[config.mk]
export PLATFORM = sky130hd
export DESIGN_NAME = ula_sequenciador
export DESIGN_NICKNAME = d
export VERILOG_FILES = /design/src/rtl/ula_sequenciador_pkg.sv /design/src/rtl/ula_sequenciador_alu.sv /design/src/rtl/ula_sequenciador.sv
export SDC_FILE = /design/constraint.sdc
export NUM_CORES = 1
export LEC_CHECK = 0
export CORE_UTILIZATION = 37
export DETAILED_ROUTE_END_ITERATION = 8
export PLACE_DENSITY = 0.69
export SYNTH_ARGS = -nofsm -noshare
export SYNTH_HDL_FRONTEND = slang
export SYNTH_HIERARCHICAL = 1
export SYNTH_SLANG_ARGS = --single-unit
[constraint.sdc]
create_clock -name clock -period 7.3 [get_ports clock]
set_input_delay 0.73 -clock clock [delete_from_list [all_inputs] [get_ports clock]]
set_output_delay 0.73 -clock clock [all_outputs]
set_load 0.01 [all_outputs]
[src/rtl/ula_sequenciador_pkg.sv]
// Shared constants for the ALU sequencer: command codes, ALU select codes
// and the controller state encoding.
package ula_sequenciador_pkg;

    localparam logic [4:0] CMD_ADD = 5'd0;
    localparam logic [4:0] CMD_SUB = 5'd1;
    localparam logic [4:0] CMD_MUL = 5'd2;
    localparam logic [4:0] CMD_AND = 5'd3;
    localparam logic [4:0] CMD_OR  = 5'd4;

    localparam logic [2:0] ALU_ADD = 3'b000;
    localparam logic [2:0] ALU_SUB = 3'b001;
    localparam logic [2:0] ALU_MUL = 3'b010;
    localparam logic [2:0] ALU_AND = 3'b011;
    localparam logic [2:0] ALU_OR  = 3'b100;

    typedef enum logic [1:0] {
        ST_IDLE = 2'd0,
        ST_EXEC = 2'd1,
        ST_DONE = 2'd2
    } state_t;

    function automatic logic cmdIsLegal(input logic [4:0] cmd);
        return cmd <= CMD_OR;
    endfunction

    // Illegal codes map to ADD; their result is masked by the sequencer anyway.
    function automatic logic [2:0] cmdToSel(input logic [4:0] cmd);
        logic [2:0] sel;
        case (cmd)
            CMD_SUB: sel = ALU_SUB;
            CMD_MUL: sel = ALU_MUL;
            CMD_AND: sel = ALU_AND;
            CMD_OR:  sel = ALU_OR;
            default: sel = ALU_ADD;
        endcase
        return sel;
    endfunction

endpackage

[src/rtl/ula_sequenciador_alu.sv]
// The team's 4-bit ALU: purely combinational, 8-bit result plus the carry
// out of a+b regardless of the selected operation.
module ula_sequenciador_alu
    import ula_sequenciador_pkg::*;
(
    input  logic [3:0] a_i,
    input  logic [3:0] b_i,
    input  logic [2:0] sel_i,
    output logic [7:0] result_o,
    output logic       carry_o
);

    logic [4:0] sum;

    assign sum     = {1'b0, a_i} + {1'b0, b_i};
    assign carry_o = sum[4];

    always_comb begin
        result_o = 8'h00;
        case (sel_i)
            ALU_ADD: result_o = {3'b000, sum};
            ALU_SUB: result_o = {4'h0, a_i} - {4'h0, b_i};
            ALU_MUL: result_o = {4'h0, a_i} * {4'h0, b_i};
            ALU_AND: result_o = {4'h0, a_i & b_i};
            ALU_OR:  result_o = {4'h0, a_i | b_i};
            default: result_o = 8'h00;
        endcase
    end

endmodule

[src/rtl/ula_sequenciador.sv]
// Command/result handshake wrapper around the 4-bit ALU: IDLE latches a
// command, EXEC registers the ALU output, DONE holds it until acknowledged.
module ula_sequenciador
    import ula_sequenciador_pkg::*;
#(
    parameter int CNT_W = 8
) (
    input  logic             clock,
    input  logic             reset,
    input  logic             cmd_valid,
    output logic             cmd_ready,
    input  logic [4:0]       cmd,
    input  logic [3:0]       op_a,
    input  logic [3:0]       op_b,
    output logic             res_valid,
    input  logic             res_ready,
    output logic [7:0]       result,
    output logic             res_carry,
    output logic             res_err,
    output logic             busy,
    output logic [CNT_W-1:0] op_count
);

    localparam logic [CNT_W-1:0] CNT_MAX = '1;

    state_t           state_q, state_d;
    logic [4:0]       cmd_q;
    logic [3:0]       a_q, b_q;
    logic [7:0]       result_q;
    logic             carry_q, err_q, valid_q;
    logic [CNT_W-1:0] count_q;

    logic             load_cmd, load_res, ack_res;
    logic [7:0]       alu_result;
    logic             alu_carry;
    logic             legal;

    ula_sequenciador_alu u_alu (
        .a_i      (a_q),
        .b_i      (b_q),
        .sel_i    (cmdToSel(cmd_q)),
        .result_o (alu_result),
        .carry_o  (alu_carry)
    );

    assign legal     = cmdIsLegal(cmd_q);
    assign cmd_ready = (state_q == ST_IDLE);
    assign busy      = (state_q != ST_IDLE);

    always_comb begin
        state_d  = state_q;
        load_cmd = 1'b0;
        load_res = 1'b0;
        ack_res  = 1'b0;
        case (state_q)
            ST_IDLE: begin
                if (cmd_valid) begin
                    load_cmd = 1'b1;
                    state_d  = ST_EXEC;
                end
            end
            ST_EXEC: begin
                load_res = 1'b1;
                state_d  = ST_DONE;
            end
            ST_DONE: begin
                if (res_ready) begin
                    ack_res = 1'b1;
                    state_d = ST_IDLE;
                end
            end
            default: state_d = ST_IDLE;
        endcase
    end

    // Result registers keep their last value in IDLE; only reset clears them.
    always_ff @(posedge clock or negedge reset) begin
        if (!reset) begin
            state_q  <= ST_IDLE;
            cmd_q    <= 5'd0;
            a_q      <= 4'h0;
            b_q      <= 4'h0;
            result_q <= 8'h00;
            carry_q  <= 1'b0;
            err_q    <= 1'b0;
            valid_q  <= 1'b0;
            count_q  <= '0;
        end else begin
            state_q <= state_d;
            if (load_cmd) begin
                cmd_q <= cmd;
                a_q   <= op_a;
                b_q   <= op_b;
            end
            if (load_res) begin
                result_q <= legal ? alu_result : 8'h00;
                carry_q  <= legal ? alu_carry : 1'b0;
                err_q    <= ~legal;
                valid_q  <= 1'b1;
            end
            if (ack_res) begin
                valid_q <= 1'b0;
                if (!err_q && count_q != CNT_MAX) begin
                    count_q <= count_q + 1'b1;
                end
            end
        end
    end

    assign result    = result_q;
    assign res_carry = carry_q;
    assign res_err   = err_q;
    assign res_valid = valid_q;
    assign op_count  = count_q;

endmodule

==> results.yml <==
timing:
  fin_ws_ns: 4.22
  finalSetupViolCount: 0
  rsz0062_at_grt: "no"
  layout_min_cycle_time_ns: 3.08
  finalHoldViolCount: 0
  finalSetupTns_ns: 0
  worst_pin_slew_ns: 0.654
  maxSlewHeadroom_pct: 56.4
  skew_ns: 0.00576
  fin_crit_sh_pct: 42.1
  max_freq_mhz: 325
  hold_slack_ns: 0.475
  slew_viol_final: 0
critical_path:
  worstPathRequired_ns: 7.46
  cp_slowest_cell: "dfrtp_1"
  reg2reg_from: "a_q[1]$_DFFE_PN0P_"
  startpoint_type: "flop"
  crit_top_cell: "fa_1"
  path_class: "flop to flop"
  critPathArrivalTime_ns: 3.23
  reg2reg_to: "result[6]$_DFFE_PN0P_"
  crit_path_cell_trace: "nand2_1 -> fa_1 -> inv_1 -> fa_1 -> fa_1 -> a21o_1 -> a21oi_1 -> xor2_1 -> o21ai_1 -> nand2_1 -> o21ai_0"
  ff2ff_path_depth: 11
  cp-end-kind: "flop"
  crit_fanout: 8
  worst-r2r-setup-slack_ns: 4.22
  crit_start: "a_q[1]$_DFFE_PN0P_"
  cp_slowest_stage_delay_ns: 0.53
yosys:
  yosysTopAreaCellShare_pct: 33.9
  yosysWarnings: 6
  synth.mux.area_fraction_pct: 10.8
  synth_compound_area_share_pct: 12.8
  synth_top_family_by_area: "adder cells"
  synthSimpleGateAreaFrac_pct: 16.6
  synth_xor_area_share_pct: 2.79
  avgSynthCellArea_sq_um: 10.1
  yosys-top-cells-count: "34 x dfrtp_1, 28 x nand2_1, 25 x ha_1"
  ys_ff_latch: 34
  synth_nets: 297
  yosys.cell_types.count: 52
  synthMostInstantiatedCell: "dfrtp_1"
  synth_area_leader_cell: "dfrtp_1"
  yosysSeqAreaShare_pct: 33.9
  synthFlopType: "dfrtp_1"
  synthTopCellsByArea: "dfrtp_1 34%, ha_1 12%, mux2_4 6.0%, fa_1 4.8%, nand2_1 4.2%"
  synthAdderAreaFrac_pct: 17.2
  ys_async_sr_fraction_pct: 100
  syn-cell-area_sq_um: 2510
  synth_edf_count: 0
  syn_inst: 249
clock_network:
  ctsHoldBuffers: 0
  htreeDepth: 2
  clock-sinks: 34
  cts_buffers: 5
  cts_max_path_buffers: 2
  cts_root_buf: "clkbuf_8"
  clock_latency_ns: 0.28
  cts.clk_slew.worst_paths_ns: 0.07
  post_cts_buffers: 0
  cts-resized-gates: 0
  cts_tree: "done"
global_routing:
  met2_usage_pct: 23.7
  antenna_found_initial: 0
  grt_pass1_vias: 1771
  use_met1_pct: 19.7
  grt_pass1_wl_mm: 8.41
  gr-usage-all-layers_pct: 14.6
  grt.busiest_layer: "met2"
  grt_max_degree: 35
  global_route.usage.met3_pct: 3.24
  grt-ovfl-total: 0
min_path:
  hp-start: "result[3]$_DFFE_PN0P_"
  whs_endpoint: "result[3]$_DFFE_PN0P_"
  hold_path_class: "flop to flop"
  hold_depth: 2
outcome:
  violations: "design-rule violations"
  status: "finished with violations"
floorplan:
  die_w_microns: 84.4
  row_count: 29
  die-area_sq_um: 7120
  initial_core_util_pct: 38.9
  core_sq_um: 6460
  die_h_microns: 84.4
  pin_count: 38
pwr:
  power_mw: 1.36
  powerDensity_nw_per_um2: 457
  peakVddDrop_uv: 207
  p_sw_mw: 0.594
  intPower_mw: 0.769
  pwr-share-comb_pct: 65.7
  cellLeakagePower_nw: 1.35
  clock_power_share_pct: 9.6
  swShare_pct: 43.6
  p_seq_share_pct: 24.7
cells_and_area:
  nets: 332
  drive_gt1_share_pct: 12.0
  n_antenna_cell: 0
  seq_area_sq_um: 851
  syn_to_final_growth_pct: 18.8
  multi_input_area_sq_um: 1510
  fill_cells: 630
  final_util_pct: 46.2
routing:
  wl_per_cell_microns: 13.4
  drt_iter0_drc: 134
  drc_errors: 6
  drt_pass1_iterations: 6
  vias: 1828
  wl_mm: 4.84
  viasPerCell: 5.06
  antenna_left: 0
placed_design:
  gp_congestion: 0.880
  port_buffers: 37
  hpwl_mm: 3.88
  place_ws_ns: 4.22
run:
  maxCapViolCount: 0
==> worst max-delay path by stage <==
| stage | endpoint | slack (ns) | cells past startpoint |
|---|---|---|---|
| 6_report | result[6]$_DFFE_PN0P_ | 4.22 | 11 |
| 4_1_cts | result[6]$_DFFE_PN0P_ | 4.20 | 11 |
| 5_1_grt | result[6]$_DFFE_PN0P_ | 4.04 | 11 |
| 2_1_floorplan | result[6]$_DFFE_PN0P_ | 4.39 | 11 |
| 3_3_place_gp | result[6]$_DFFE_PN0P_ | 4.28 | 11 |
| 3_5_place_dp | result[6]$_DFFE_PN0P_ | 4.22 | 11 |
==> sequential cells by signal, indices dropped and copies added (netlist names) <==
register / count
res_carry: 1
res_err: 1
a_q: 4
b_q: 4
res_valid: 1
cmd_q: 5
state_q: 2
result: 8
op_count: 8
==> cells by family after synthesis <==
group	Yosys count
DFF	34
xor gates and xnor gates	8
muxes	21
AOI/OAI and AO/OA	49
adders and majority gates	31
buffers and inverters	28
and+or+nand+nor	78
==> placed cells by master (no fill, tap or decap), types with 2 or more instances in the layout <==
master           Yosys  routed
nand3_1              4       4
or4_1                2       2
clkinv_2             0       2
and2_1               4       4
nor3b_1              3       3
mux2i_1              2       2
xnor2_1              6       6
xor2_1               2       2
nand4_1              3       3
nor2b_1              2       2
and3_1               3       3
o311ai_1             2       2
fa_1                 6       6
clkdlybuf4s50_1      0      37
inv_1               17      17
dfrtp_1             34      34
nor3_1               2       2
nand2_1             28      28
o21ai_1             10      10
a211oi_1             2       2
clkbuf_8             0       5
a21oi_1              5       5
nor2_1              13      13
a31oi_1              4       4
ha_1                25      25
o21ai_0             13      13
mux2_1               2       2
a21o_1               5       5
mux2_2               7       7
o2111ai_1            2       2
nand2b_1             3       3
mux2_4              10      10
==> power groups by stage <==
stage / sequential (mW) / combinational (mW) / clock [mW]
after floorplan: 0.334 / 0.682 / 0
after global placement: 0.336 / 0.879 / 0
after detailed placement: 0.341 / 0.895 / 0
after CTS: 0.338 / 0.902 / 0.135
after global routing: 0.352 / 1.00 / 0.143
final: 0.336 / 0.895 / 0.131
==> stage by stage <==
stage	cell area [sq um]	instances
after CTS	2980	361
after floorplan	2510	249
after global routing	2980	361
after global placement	2910	354
after detailed placement	2910	354
final	2980	361
==> worst max-delay path, delay by kind of cell, from the launching register on <==
family	cells	cell delay (ns)
adder cells (fa/ha/maj)	3	1.53
flip-flops	1	0.53
AO/OA/AOI/OAI	4	0.48
AND/OR/NAND/NOR	2	0.19
XOR/XNOR	1	0.16
buffers and inverters	1	0.05
==> cell type report <==
| cell class | count | share of cell area [%] |
|---|---|---|
| clock buffers | 5 | 2.31 |
| clock inverters | 2 | 0.335 |
| inverters | 18 | 2.26 |
| multi-input cells | 187 | 50.7 |
| flip-flops and latches | 34 | 28.5 |
| well taps | 77 | 3.23 |
| repair buffers | 38 | 12.7 |
==> routing by layer <==
layer	vias up	share of wire [%]
met2	33	46
met1	857	48
met4	0	1.3
met3	6	4.2
met5	-	0
li1	932	-
Note: power is estimated with default switching activity, not from simulation.
